$ cat src/rtl/psg_pkg.sv
// Shared constants for the PSG bus-write front end: byte field layout,
// channel codes, register reset values and the write FSM state type.
package psg_pkg;

   localparam int LATCH_BIT = 7;
   localparam int CH_MSB    = 6;
   localparam int CH_LSB    = 5;
   localparam int TYPE_BIT  = 4;

   localparam logic [1:0] NOISE_CH        = 2'd3;
   localparam logic [3:0] ATTN_SILENT     = 4'hF;
   localparam logic [2:0] NOISE_RESET_VAL = 3'b000;

   typedef enum logic {
      IDLE,
      BUSY
   } wr_state_t;

endpackage

$ cat src/rtl/psg_write_sync.sv
// Synchronizes the asynchronous we_n strobe and data byte into clk and
// emits a registered one-cycle write event with the byte aligned to it.
module psg_write_sync #(
   parameter int SYNC_STAGES = 2
) (
   input  logic       clk,
   input  logic       reset,
   input  logic       we_n,
   input  logic [7:0] data,
   output logic       wr_event,
   output logic [7:0] wr_data
);

   logic [SYNC_STAGES-1:0] we_sync;
   logic [7:0]             data_sync [SYNC_STAGES];
   logic                   we_prev;

   // Data takes the same path length as we_n so the byte lines up with the event.
   always_ff @(posedge clk or posedge reset) begin
      if (reset) begin
         we_sync  <= '1;
         we_prev  <= 1'b1;
         wr_event <= 1'b0;
         wr_data  <= '1;
         for (int i = 0; i < SYNC_STAGES; i++) data_sync[i] <= '1;
      end else begin
         we_sync      <= {we_sync[SYNC_STAGES-2:0], we_n};
         data_sync[0] <= data;
         for (int i = 1; i < SYNC_STAGES; i++) data_sync[i] <= data_sync[i-1];
         we_prev      <= we_sync[SYNC_STAGES-1];
         wr_event     <= we_prev & ~we_sync[SYNC_STAGES-1];
         wr_data      <= data_sync[SYNC_STAGES-1];
      end
   end

endmodule

$ cat src/rtl/psg_control_regs.sv
// SN76489 latch/data write decoder and channel control registers.
// Define PSG_READY_EN to add the post-write BUSY throttle on ready.
//
// state | meaning
// IDLE  | ready high, next write event is accepted
// BUSY  | ready low, counting READY_CYCLES; write events are dropped
module psg_control_regs
   import psg_pkg::*;
#(
   parameter int NUM_TONES                = 3,
   parameter int ATTENUATION_CONTROL_BITS = 4,
   parameter int FREQUENCY_COUNTER_BITS   = 10,
   parameter int NOISE_CONTROL_BITS       = 3,
   parameter int SYNC_STAGES              = 2,
   parameter int READY_CYCLES             = 32
) (
   input  logic                                              clk,
   input  logic                                              reset,
   input  logic [7:0]                                        data,
   input  logic                                              we_n,
   output logic                                              ready,
   output logic [ATTENUATION_CONTROL_BITS*(NUM_TONES+1)-1:0] attn,
   output logic [FREQUENCY_COUNTER_BITS*NUM_TONES-1:0]       tone_freq,
   output logic [NOISE_CONTROL_BITS-1:0]                     noise_ctrl,
   output logic                                              noise_reset
);

   localparam int AW = ATTENUATION_CONTROL_BITS;
   localparam int FW = FREQUENCY_COUNTER_BITS;

   logic       wr_event;
   logic [7:0] wr_data;
   logic       accept;

   logic [AW-1:0] attn_r [NUM_TONES+1];
   logic [FW-1:0] tone_r [NUM_TONES];
   logic [1:0]    latch_ch;
   logic          latch_type;

   logic       is_latch;
   logic [1:0] ch_sel;
   logic       type_sel;

   psg_write_sync #(.SYNC_STAGES(SYNC_STAGES)) u_sync (
      .clk      (clk),
      .reset    (reset),
      .we_n     (we_n),
      .data     (data),
      .wr_event (wr_event),
      .wr_data  (wr_data)
   );

   // A latch byte supplies its own target; a data byte reuses the stored one.
   assign is_latch = wr_data[LATCH_BIT];
   assign ch_sel   = is_latch ? wr_data[CH_MSB:CH_LSB] : latch_ch;
   assign type_sel = is_latch ? wr_data[TYPE_BIT] : latch_type;

`ifdef PSG_READY_EN
   localparam int CW = $clog2(READY_CYCLES + 1);

   wr_state_t state, state_nxt;
   logic [CW-1:0] cnt;

   always_ff @(posedge clk or posedge reset) begin
      if (reset) begin
         state <= IDLE;
         cnt   <= '0;
      end else begin
         state <= state_nxt;
         if (accept)
            cnt <= CW'(READY_CYCLES - 1);
         else if (state == BUSY && cnt != '0)
            cnt <= cnt - 1'b1;
      end
   end

   always_comb begin
      state_nxt = state;
      accept    = 1'b0;
      ready     = (state == IDLE);
      case (state)
         IDLE: if (wr_event) begin
            accept    = 1'b1;
            state_nxt = BUSY;
         end
         BUSY: if (cnt == '0) state_nxt = IDLE;
         default: state_nxt = IDLE;
      endcase
   end
`else
   assign ready  = 1'b1;
   assign accept = wr_event;
`endif

   always_ff @(posedge clk or posedge reset) begin
      if (reset) begin
         for (int i = 0; i <= NUM_TONES; i++) attn_r[i] <= AW'(ATTN_SILENT);
         for (int i = 0; i < NUM_TONES; i++) tone_r[i] <= '0;
         noise_ctrl  <= NOISE_CONTROL_BITS'(NOISE_RESET_VAL);
         latch_ch    <= 2'd0;
         latch_type  <= 1'b0;
         noise_reset <= 1'b0;
      end else begin
         noise_reset <= 1'b0;
         if (accept) begin
            if (is_latch) begin
               latch_ch   <= wr_data[CH_MSB:CH_LSB];
               latch_type <= wr_data[TYPE_BIT];
            end
            if (type_sel) begin
               attn_r[ch_sel] <= wr_data[AW-1:0];
            end else if (ch_sel == NOISE_CH) begin
               noise_ctrl  <= wr_data[NOISE_CONTROL_BITS-1:0];
               noise_reset <= 1'b1;
            end else if (is_latch) begin
               tone_r[ch_sel][3:0] <= wr_data[3:0];
            end else begin
               tone_r[ch_sel][FW-1:4] <= wr_data[FW-5:0];
            end
         end
      end
   end

   always_comb begin
      attn      = '0;
      tone_freq = '0;
      for (int i = 0; i <= NUM_TONES; i++) attn[i*AW +: AW] = attn_r[i];
      for (int i = 0; i < NUM_TONES; i++) tone_freq[i*FW +: FW] = tone_r[i];
   end

endmodule
$ cat config.mk
export PLATFORM = sky130hd
export DESIGN_NAME = psg_control_regs
export DESIGN_NICKNAME = d
export VERILOG_FILES = /design/src/rtl/psg_pkg.sv /design/src/rtl/psg_write_sync.sv /design/src/rtl/psg_control_regs.sv
export SDC_FILE = /design/constraint.sdc
export NUM_CORES = 1
export LEC_CHECK = 0
export ABC_CLOCK_PERIOD_IN_PS = 2630
export CORE_UTILIZATION = 50
export CTS_CLUSTER_SIZE = 8
export DETAILED_ROUTE_END_ITERATION = 10
export GPL_ROUTABILITY_DRIVEN = 0
export PLACE_DENSITY = 0.87
export SLEW_MARGIN = 15
export SYNTH_ARGS = -nofsm -noshare
export SYNTH_HDL_FRONTEND = slang
export SYNTH_SLANG_ARGS = --single-unit
$ cat constraint.sdc
create_clock -name clk -period 2.63 [get_ports clk]
set_input_delay 0.263 -clock clk [delete_from_list [all_inputs] [get_ports clk]]
set_output_delay 0.263 -clock clk [all_outputs]
set_load 0.01 [all_outputs]
==> impl_metrics.prom <==
# TYPE chip_impl_metric gauge
chip_impl_metric{name="cellPowerDensity",unit="mW/mm2"} 970.6
chip_impl_metric{name="slew_violations",unit=""} 0
chip_impl_metric{name="ctsLongestPathBuffers",unit=""} 2
chip_impl_metric{name="ant_nets",unit=""} 0
chip_impl_metric{name="gr-usage-all-layers",unit=""} 0.1912
chip_impl_metric{name="postCtsSetupRepairBufs",unit=""} 0
chip_impl_metric{name="die-height",unit="um"} 78.77
chip_impl_metric{name="antenna_cells",unit=""} 0
chip_impl_metric{name="clk_pin_slew_worst_paths",unit="ns"} 0.08
chip_impl_metric{name="vdd_drop_max",unit="uV"} 474.6
chip_impl_metric{name="synth.lib_cells_used.distinct",unit=""} 24
chip_impl_info{name="worst_setup_path_start_kind",value="flip-flop"} 1
chip_impl_metric{name="dpl.hpwl",unit="mm"} 3.370
chip_impl_metric{name="fin_nets",unit=""} 247
chip_impl_info{name="cts_root_buffer",value="clkbuf_8"} 1
chip_impl_info{name="timing.hold.worst.class",value="in2async"} 1
chip_impl_metric{name="row_count",unit=""} 27
chip_impl_info{name="r2r-end",value="attn[3]"} 1
chip_impl_metric{name="worstPathArrival",unit="ns"} 2.02
chip_impl_metric{name="share_of_the_yosys_chip_area_belonging_to_registers",unit=""} 0.7062
chip_impl_info{name="status",value="complete, no violations"} 1
chip_impl_info{name="tritoncts_clock_tree",value="built"} 1
chip_impl_metric{name="areaGrowthSynthToFinish",unit="%"} 30.57
chip_impl_metric{name="reg2reg_setup_slack",unit="ns"} 0.88
chip_impl_metric{name="finalCritPeriodShare",unit=""} 0.6636
chip_impl_metric{name="fin_cells",unit=""} 313
chip_impl_info{name="r2r-start",value="u_sync.wr_data[7]"} 1
chip_impl_metric{name="synth-edff-count",unit=""} 0
chip_impl_metric{name="post_synth.cell_area_avg",unit="um2"} 17.33
chip_impl_metric{name="fp.dieW",unit="um"} 78.77
chip_impl_info{name="endpoint_kind",value="flip-flop"} 1
chip_impl_metric{name="synthesis.instances",unit=""} 170
chip_impl_metric{name="period_needed",unit="ns"} 1.745
chip_impl_metric{name="tritoncts_num_sinks",unit=""} 81
chip_impl_metric{name="routed_wl",unit="mm"} 5.031
chip_impl_info{name="worst-setup-path-type",value="reg2reg"} 1
chip_impl_metric{name="wl_per_cell",unit="um"} 16.07
chip_impl_metric{name="timing_hold_violations_final",unit=""} 0
chip_impl_info{name="postSynth.topFlopCell",value="dfstp_2"} 1
chip_impl_metric{name="worstSkewPairLatency",unit="ns"} 0.34
chip_impl_metric{name="cts_repair_resize_count",unit=""} 0
chip_impl_metric{name="synth_area",unit="mm2"} 0.002947
chip_impl_metric{name="timing.clock.skew",unit="ns"} 0.004473
chip_impl_metric{name="async_reset_ff_frac",unit=""} 1.000
chip_impl_metric{name="floorplan.initialDensity",unit=""} 0.5254
chip_impl_metric{name="placeableCoreArea",unit="mm2"} 0.005608
chip_impl_metric{name="antenna_violations_before_repair",unit=""} 0
chip_impl_metric{name="globalRoute.totalOverflow",unit=""} 0
chip_impl_metric{name="fin_tns_setup",unit="ns"} 0
chip_impl_metric{name="drt_drc_violations_left",unit=""} 0
chip_impl_metric{name="port_buffers",unit=""} 60
chip_impl_metric{name="dr_total_vias",unit=""} 1593
chip_impl_metric{name="finalHoldWorstSlack",unit="ns"} 0.3046
chip_impl_metric{name="numCtsBuffers",unit=""} 9
chip_impl_metric{name="worst_slew_pin_slew",unit="ns"} 0.6378
chip_impl_metric{name="pin_count",unit=""} 62
chip_impl_metric{name="grt_start_max_net_pins",unit=""} 39
chip_impl_metric{name="max-cap-violations",unit=""} 0
chip_impl_metric{name="syn_nets",unit=""} 181
chip_impl_metric{name="wire_length_of_the_first_global_routing_pass",unit="mm"} 8.597
chip_impl_info{name="rsz0062_at_grt",value="false"} 1
chip_impl_metric{name="dieArea",unit="mm2"} 0.006204
chip_impl_metric{name="drtIter0Drc",unit=""} 101
chip_impl_metric{name="placed_cells",unit=""} 297
chip_impl_metric{name="via_per_inst",unit=""} 5.089
chip_impl_metric{name="ctsHtreeMaxLevel",unit=""} 3
chip_impl_metric{name="critical_path_peak_fanout",unit=""} 13
chip_impl_metric{name="required_time_at_the_endpoint_of_the_critical_path",unit="ns"} 2.90
chip_impl_metric{name="detailedRoute.firstPassIterationCount",unit=""} 4
chip_impl_metric{name="reg2reg_depth",unit=""} 3
chip_impl_metric{name="static_leakage",unit="uW"} 0.001638
chip_impl_metric{name="yosysWarningCount",unit=""} 0
chip_impl_metric{name="first_global_vias",unit=""} 1724
chip_impl_metric{name="ys_ff_latch",unit=""} 81
chip_impl_metric{name="fmax",unit="MHz"} 573.0
chip_impl_metric{name="slew-limit-headroom",unit=""} 0.5743
chip_impl_metric{name="setup-violations-final",unit=""} 0
chip_impl_metric{name="hold_buffers",unit=""} 0
chip_impl_metric{name="drive_above_1_share",unit=""} 0.5104
-- where the power goes --
| group | switching, uW | internal (uW) |
|---|---|---|
| logic | 339 | 660 |
| registers | 185 | 1620 |
| clock network | 423 | 506 |
| total | 946 | 2790 |
-- worst max-delay path, cell delays in order, from the launching register on --
cell     delay (ns)
dfstp_2        0.69
nor3b_1        0.32
a32o_1         0.31
mux2_2         0.35
-- cell type report --
class	instances	area, um2
clock buffers	13	201.4
multi-input cells	80	820.8
clock inverters	3	17.52
well taps	72	90.09
flip-flops and latches	81	2081
repair buffers	62	628.1
fillers	400	1760
inverters	2	8.758
-- cell families (layout without fill, tap and decap cells) --
kind of cell,count (synthesis),in the layout,share of synthesized area
AOI/OAI and AO/OA,5,5,0.02038
DFF,81,81,0.7062
and+or+nand+nor,20,20,0.05095
buffers and inverters,9,80,0.01529
other,1,1,0.001273
muxes,54,54,0.2059
-- cells in the mapped netlist (all sizes together), types with 2 or more instances --
| library cell | instances | share of area |
|---|---|---|
| dfrtp | 38 | 0.32 |
| o211ai | 4 | 0.017 |
| and2b | 2 | 0.0051 |
| buf | 4 | 0.0089 |
| inv | 2 | 0.0025 |
| mux2 | 53 | 0.20 |
| and2 | 2 | 0.0051 |
| nand2 | 4 | 0.0051 |
| and3b | 3 | 0.0089 |
| clkbuf | 3 | 0.0038 |
| nor3b | 3 | 0.011 |
| dfstp | 43 | 0.38 |
-- through the flow --
stage / power (uW) / util / area (um2) / worst slack, ns
3_5_place_dp: 2839 / 0.6470 / 3628 / 0.8785
3_3_place_gp: 2796 / 0.6470 / 3628 / 0.9957
4_1_cts: 3781 / 0.6861 / 3847 / 0.8753
6_report: 3734 / 0.6861 / 3847 / 0.8847
5_1_grt: 3933 / 0.6861 / 3847 / 0.7906
2_1_floorplan: 2212 / - / 2947 / 0.3581
-- state kept, by name, summed over array words and instances, names as in the netlist --
name and count:
noise_ctrl 3, u_sync.wr_event 1, noise_reset 1, attn 16, tone_freq 30, u_sync.we_sync 2, latch_type 1, latch_ch 2
u_sync.wr_data 8, u_sync.we_prev 1, u_sync.data_sync 16
-- cells in the final DEF, fill, tap and decap left out, types with 2 or more instances in the layout --
cell,instances
and2b_1,2
and3b_1,3
clkbuf_16,2
clkbuf_8,11
clkdlybuf4s50_1,60
clkinv_2,3
dfrtp_1,38
dfstp_2,43
mux2_2,53
nand2_1,4
nor3b_1,2
o211ai_2,4
-- per-layer routing --
metal	part of all wire	vias to the layer above	GRT usage
met1	0.44	824	0.2462
met2	0.51	45	0.2965
li1	-	718	-
met4	0.014	0	0.08333
met3	0.038	6	0.06322
met5	0	-	0
-- worst max path at each step --
stage	startpoint	endpoint	slack, ns	cells past startpoint
after floorplan	reset	latch_ch[0]	0.36	1
after global placement	u_sync.wr_data[7]	attn[0]	1.0	3
final	u_sync.wr_data[7]	attn[3]	0.88	3
after detailed placement	u_sync.wr_data[7]	attn[1]	0.88	3
after global routing	u_sync.wr_data[7]	attn[3]	0.79	3
after CTS	u_sync.wr_data[7]	attn[3]	0.88	3
Power figures use the tool's default switching activity.
